`config.mk`:
```
export PLATFORM = sky130hd
export DESIGN_NAME = fft_reorder_16
export DESIGN_NICKNAME = d
export VERILOG_FILES = /design/src/rtl/fft_reorder_16.sv
export SDC_FILE = /design/constraint.sdc
export NUM_CORES = 1
export LEC_CHECK = 0
export CAP_MARGIN = 20
export CORE_MARGIN = 5
export CORE_UTILIZATION = 55
export DETAILED_ROUTE_END_ITERATION = 10
export PLACE_DENSITY = 0.72
export SETUP_SLACK_MARGIN = 0.1
export SLEW_MARGIN = 20
export SYNTH_ARGS = -nofsm -noshare
export SYNTH_HDL_FRONTEND = slang
export SYNTH_SLANG_ARGS = --single-unit
export TNS_END_PERCENT = 100
```
`constraint.sdc`:
```
create_clock -name clk -period 8.4 [get_ports clk]
set_input_delay 1.68 -clock clk [delete_from_list [all_inputs] [get_ports clk]]
set_output_delay 1.68 -clock clk [all_outputs]
set_load 0.02 [all_outputs]
```
`src/rtl/fft_reorder_16.sv`:
```
// Bit-reversed to natural-order reorder buffer for 16-point FFT frames.
// Ping-pong register banks: one bank fills while the other drains in natural order.
module fft_reorder_16 #(
  parameter int WD = 12
) (
  input  logic                 clk,
  input  logic                 rst_n,
  input  logic                 din_valid,
  input  logic signed [WD-1:0] din_re,
  input  logic signed [WD-1:0] din_im,
  output logic                 dout_valid,
  output logic signed [WD-1:0] dout_re,
  output logic signed [WD-1:0] dout_im,
  output logic                 dout_sof,
  output logic                 dout_eof
);

  function automatic logic [3:0] bitrev4(input logic [3:0] n);
    return {n[0], n[1], n[2], n[3]};
  endfunction

  // Bank select is the MSB of the storage address.
  logic signed [WD-1:0] bank_re_q [32];
  logic signed [WD-1:0] bank_im_q [32];

  logic [3:0] wr_cnt_q, wr_cnt_d;
  logic       wr_bank_q, wr_bank_d;
  logic [3:0] rd_cnt_q, rd_cnt_d;
  logic       rd_bank_q, rd_bank_d;
  logic       rd_active_q, rd_active_d;
  logic       wrap;

  logic                 dout_valid_d, dout_sof_d, dout_eof_d;
  logic signed [WD-1:0] dout_re_d, dout_im_d;

  assign wrap = din_valid && (wr_cnt_q == 4'd15);

  always_comb begin
    wr_cnt_d    = wr_cnt_q;
    wr_bank_d   = wr_bank_q;
    rd_cnt_d    = rd_cnt_q;
    rd_bank_d   = rd_bank_q;
    rd_active_d = rd_active_q;
    if (din_valid) wr_cnt_d = wr_cnt_q + 4'd1;
    if (rd_active_q) begin
      rd_cnt_d = rd_cnt_q + 4'd1;
      if (rd_cnt_q == 4'd15) rd_active_d = 1'b0;
    end
    // A completing frame takes priority so back-to-back reads stay contiguous.
    if (wrap) begin
      wr_bank_d   = ~wr_bank_q;
      rd_active_d = 1'b1;
      rd_cnt_d    = 4'd0;
      rd_bank_d   = wr_bank_q;
    end
  end

  always_comb begin
    dout_valid_d = rd_active_q;
    dout_re_d    = '0;
    dout_im_d    = '0;
    dout_sof_d   = 1'b0;
    dout_eof_d   = 1'b0;
    if (rd_active_q) begin
      dout_re_d  = bank_re_q[{rd_bank_q, rd_cnt_q}];
      dout_im_d  = bank_im_q[{rd_bank_q, rd_cnt_q}];
      dout_sof_d = (rd_cnt_q == 4'd0);
      dout_eof_d = (rd_cnt_q == 4'd15);
    end
  end

  always_ff @(posedge clk) begin
    if (!rst_n) begin
      wr_cnt_q    <= '0;
      wr_bank_q   <= 1'b0;
      rd_cnt_q    <= '0;
      rd_bank_q   <= 1'b0;
      rd_active_q <= 1'b0;
      dout_valid  <= 1'b0;
      dout_re     <= '0;
      dout_im     <= '0;
      dout_sof    <= 1'b0;
      dout_eof    <= 1'b0;
    end else begin
      wr_cnt_q    <= wr_cnt_d;
      wr_bank_q   <= wr_bank_d;
      rd_cnt_q    <= rd_cnt_d;
      rd_bank_q   <= rd_bank_d;
      rd_active_q <= rd_active_d;
      dout_valid  <= dout_valid_d;
      dout_re     <= dout_re_d;
      dout_im     <= dout_im_d;
      dout_sof    <= dout_sof_d;
      dout_eof    <= dout_eof_d;
    end
  end

  // Storage is never read before being written, so it carries no reset.
  always_ff @(posedge clk) begin
    if (din_valid) begin
      bank_re_q[{wr_bank_q, bitrev4(wr_cnt_q)}] <= din_re;
      bank_im_q[{wr_bank_q, bitrev4(wr_cnt_q)}] <= din_im;
    end
  end

endmodule

```
# Word level (Yosys, flattened, before mapping)
# Memory sizes are Yosys's and may differ from the RTL's. A register that Yosys moved wholly into a read port is not among the register bits.
# Cells that the tools add are included.
# classes
addsub	2
n_mul	0
div_mod_pow	0
order_cmp	0
n_eq_ne	2
n_shift	0
n_mux	5
n_bitwise	2
reduce_logical	6
# op_table
operator	n
$add 4x1->4 const B	2
$eq 4x4->1 const B	2
$mux 1	5
$logic_not 4->1	1
$logic_not 1->1	2
$not 1->1	2
$reduce_and 2->1	1
$reduce_or 2->1	1
$logic_and 1x1->1	1
# word_totals
regBits	14
latch_bits	0
mem_bits_rw	768
rom_bits	0
input_bits	27
out_inout_bits	27
word_cells	27
n_memories	2
# mem_list
name	words	word_bits	rd	rd_clocked_by_memory_dff	wr	line_no	rtl
bank_im_q	32	12	1	1	1	24	logic signed [WD-1:0] bank_im_q [32];
bank_re_q	32	12	1	1	1	23	logic signed [WD-1:0] bank_re_q [32];

# Logic depth before layout (Yosys ltp)
# depth
word_depth	4
ltp_mapped	9

# Worst setup path before layout
# OpenSTA, ideal clock, no wires.
# synth_timing
kind	input to register
startpoint	input port din_valid
endpoint	memory bank_im_q[12][0], enable pin
setup_ns	0.405
arrival_time_ns	3.635
required_time_ns	7.995
setup_slack_ns	4.360
path_stages	4
path_buffers	2
cell_sequence	clkbuf_1 -> or3b_2 -> clkbuf_1 -> nor2_1
# synth_via
elab_chain_len	2
# synth_rtl
item	line_no	rtl
start: declaration	8	input logic din_valid,
$mux 1	100	if (din_valid) begin
$mux 1 (not written as such)	102	bank_im_q[{wr_bank_q, bitrev4(wr_cnt_q)}] <= din_im;
end: declaration	24	
# Every way passes these cells.

# Worst setup path in the final report
# layout_timing
startpoint	input port din_valid
endpoint	memory bank_re_q[30][0], enable pin
# layout_via
elab_chain_len	2
# layout_rtl
item	line_no	rtl
$mux 1	100	
$mux 1 (not written as such)	101	bank_re_q[{wr_bank_q, bitrev4(wr_cnt_q)}] <= din_re;
end: declaration	23	
# Every way passes these cells.

==> metrics.md <==
| Metric | Value |
|---|---|
| Final Hold Viols | `0` |
| CTS Hold Bufs | `0` |
| Max clock buf depth | `3` |
| RSZ-0062 raised after global routing | `no` |
| Compound-Gate Fraction of Synth Area | `3.07%` |
| Maxcap violations | `0` |
| Fin nets | `1586` |
| Core area | `around 56000 um2` |
| Largest family of logic cells by synthesized area | `multiplexers` |
| Initial antenna violation count | `4` |
| GP Congestion | `0.931` |
| First-pass GRT wire length | `between 100 and 150 mm` |
| Vias in the first global route | `14.9k` |
| Primary FF master, synth | `edfxtp_1` |
| Flop2flop setup slack | `4.62 ns` |
| Post-synth EDFFs | `768` |
| Worst Hold Path Cells | `2` |
| Starting DRC count in detailed routing | `1919` |
| Detailed-route via count | `15.2k` |
| Crit path DAT | `4.42 ns` |
| Post-synthesis mux area share | `14.8%` |
| Area of the multi-input gates | `~6700 um2` |
| Critical Path Source Type | `primary input` |
| Initial Utilization | `55.2%` |
| DRT Pass-1 Iters | `5` |
| Sw frac | `19.9%` |
| Die area | `61100 um2` |
| Clk root buf | `clkbuf_16` |
| Fin Setup TNS | `0 ns` |
| Worst r2r src | `rd_cnt_q[0]` |
| Synth Area in Simple Gates | `under 10%` |
| GRT Util Overall | `approximately 25%` |
| Post-placement cell area | `32100 um2` |
| # port buffers | `53` |
| Post-synthesis async set-or-reset flop share | `0%` |
| Vias per inst | `6.39` |
| Layout Skew | `0.0347 ns` |
| Slew headroom | `28.0%` |
| Clock transition at the registers of the reported paths | `roughly 0.060 ns` |
| Ratio of final minimum period to clock period | `slightly below 50%` |
| Avg Synthesized Cell Area | `21.0 um2` |
| CP max stage delay | `0.84 ns` |
| Post-synthesis register bit count | `806` |
| Xor and xnor area share after synthesis | `0.198%` |
| Area of the mapped netlist | `a little over 30000 um2` |
| R2R depth | `6` |
| Clk_lat worst skew | `0.62 ns` |
| Layout cells sized above 1 | `22.2%` |
| Design Area, Final | `34600 um2` |
| CP Class | `primary input to flip-flop` |
| Final Max Slew Viols | `0` |
| Post_cts resized | `0` |
| PwrDens | `approximately 230 nW/um2` |
| Fmax | `243 MHz` |
| Die height | `~250 um` |
| Peak VDD IR | `0.000183 V` |
| CP Capture Type | `flip-flop` |
| Comb pwr share | `2.0%` |
| Clock power share | `a little over two fifths` |
| Critical Path, Cell by Cell | `clkdlybuf4s50_1 > nand3b_1 > nor2_2 > buf_4` |
| Slowest-stage cell, CP | `nor2_2` |
| CTS HTree Levels | `3` |
| Die W | `approximately 250 um` |
| Final setup violation count | `0` |
| Worst r2r dst | `dout_re[10]` |
| Switch Pwr | `0.00160 W` |
| Hold crit path type | `flip-flop to flip-flop` |
| Setup bufs post-CTS | `0` |
| P_int | `roughly 0.0064 W` |
| Largest net degree at the start of global routing | `approximately 130` |
| Ys Warns | `0` |
| Slew at the pin closest to its max-slew limit | `1.05 ns` |
| Leak | `10.4 nW` |
| Total grt overflow | `0` |
| Slack of the critical path | `~4.3 ns` |
| Register area | `roughly 24000 um2` |
| Cells after synthesis | `1478` |
| Synthesized Nets | `about 1.5k` |
| Critical Path RT | `8.70 ns` |
| Min-Delay Startpoint | `dout_valid_d` |
| Worst slack at placement | `3.67 ns` |
| Detailed-route wire length | `74.4 mm` |
| Critical path fanouts, max | `13` |
| DRC Markers | `0` |
| Post-synthesis cell type count | `53` |
| CTS tree | `built` |
| Final min period | `4.12 ns` |
| Count of buffer and inverter cells on the critical path | `2` |
| Crit-path leading delay family | `simple AND/OR/NAND/NOR gates` |
| Number of CTS-inserted buffers | `79` |
| Seq/Total Area, Yosys | `between 70% and 80%` |
| Drt wl/cell | `31.3 um` |
| Synth Area in Adders | `0.121%` |
| Fill count | `3759` |
| Worst Hold Endpoint | `dout_valid_d` |
| I/O pin total | `54` |
| CTS sink cnt | `806` |
| Flop pwr share | `55.1%` |
| Row count | `87` |
| Antenna-violating nets left | `0` |
| Status | `completed` |
| Area grow syn2layout | `11.9%` |
| Post-detail-place hpwl | `44.9 mm` |
==> power by group through the flow <==
stage                     Combinational [W]  Clock (W)  Sequential, W
after floorplan                   0.0000448          0        0.00451
after global placement             0.000157          0        0.00451
after detailed placement           0.000163          0        0.00452
after CTS                          0.000163    0.00349        0.00443
after global routing               0.000168    0.00365        0.00443
final                              0.000162    0.00345        0.00443
==> how the worst max path moves through the flow <==
stage	from	end	slack, ns	depth (start not counted)
after global placement	din_valid	bank_re_q[6][10]	3.57	3
final	din_valid	bank_re_q[30][0]	4.28	4
after CTS	din_valid	bank_re_q[30][0]	4.28	4
after global routing	din_valid	bank_re_q[30][9]	4.19	4
after floorplan	din_valid	bank_im_q[12][0]	4.36	4
after detailed placement	din_valid	bank_re_q[30][11]	3.67	4
==> cell families (layout without fill, tap and decap cells) <==
group           after synthesis  in the layout
xor+xnor                      7              7
flops                       806            806
fa+ha+maj                     3              3
simple gates                163            163
compound gates              124            124
mux                         288            288
buf+inv                      87            229
other cells                   0              1
==> placed cells by master (no fill, tap or decap), types with 22 or more instances in the layout <==
| cell type | synthesis | routed |
|---|---|---|
| edfxtp_1 | 768 | 768 |
| dfxtp_1 | 38 | 33 |
| clkdlybuf4s50_1 | 0 | 32 |
| clkbuf_16 | 0 | 83 |
| nand2_1 | 43 | 43 |
| buf_4 | 11 | 27 |
| o22ai_1 | 22 | 22 |
| mux2i_1 | 144 | 144 |
| mux4_2 | 128 | 128 |
| a22oi_1 | 23 | 23 |
==> through the flow <==
stage	utilization (%)	std cells	hold WS (ns)	total power (W)
finish	61.8	2377	0.595	0.00804
global route	61.8	2376	0.641	0.00825
detailed placement	57.3	2231	0.572	0.00468
global placement	57.2	2231	0.559	0.00467
floorplan	-	1478	0.593	0.00456
CTS	61.8	2376	0.584	0.00808
==> sequential cells by signal, indices dropped and copies added, names as in the netlist <==
name,count
wr_bank_q,1
dout_im,12
dout_valid_d,1
rd_cnt_q,4
bank_im_q,384
dout_sof,1
dout_re,12
dout_eof,1
dout_valid,1
wr_cnt_q,4
bank_re_q,384
rd_bank_q,1
==> worst min-delay path, delay by kind of cell, from the launching register on <==
family,cells,cell delay [ns]
flops,1,0.38
compound gates,1,0.07
simple gates,1,0.09
==> Yosys cell counts, types with 13 or more instances <==
| master | number | area, um2 |
|---|---|---|
| edfxtp_1 | 768 | 23100 |
| mux2i_1 | 144 | 1440 |
| mux4_2 | 128 | 2880 |
| nand2_1 | 43 | 161 |
| nor2_1 | 43 | 161 |
| dfxtp_1 | 38 | 761 |
| buf_6 | 24 | 270 |
| a22oi_1 | 23 | 173 |
| buf_2 | 22 | 110 |
| o22ai_1 | 22 | 138 |
| clkbuf_1 | 21 | 78.8 |
| a211oi_1 | 15 | 113 |
| nor2b_1 | 14 | 87.6 |
| nand4_1 | 13 | 81.3 |
==> cell type report <==
type | count | area share, %
Sequential cell | 806 | 68.8
Tap cell | 756 | 2.73
Multi-Input combinational cell | 585 | 19.2
Timing Repair Buffer | 81 | 1.87
Clock inverter | 43 | 1.04
Clock buffer | 102 | 6.26
Antenna cell | 1 | 0.00722
Inverter | 3 | 0.0325
==> per-layer routing <==
layer | part of all wire (%) | vias to the layer above | GRT usage, % | wire length [um]
met5 | 0.016 | - | 0 | 12
li1 | - | 6302 | - | -
met3 | 11 | 114 | 6.80 | 8050
met2 | 48 | 850 | 38.0 | 35400
met1 | 38 | 7931 | 34.4 | 28500
met4 | 3.3 | 2 | 8.50 | 2430
No activity file was read; power rests on OpenSTA's default activity.
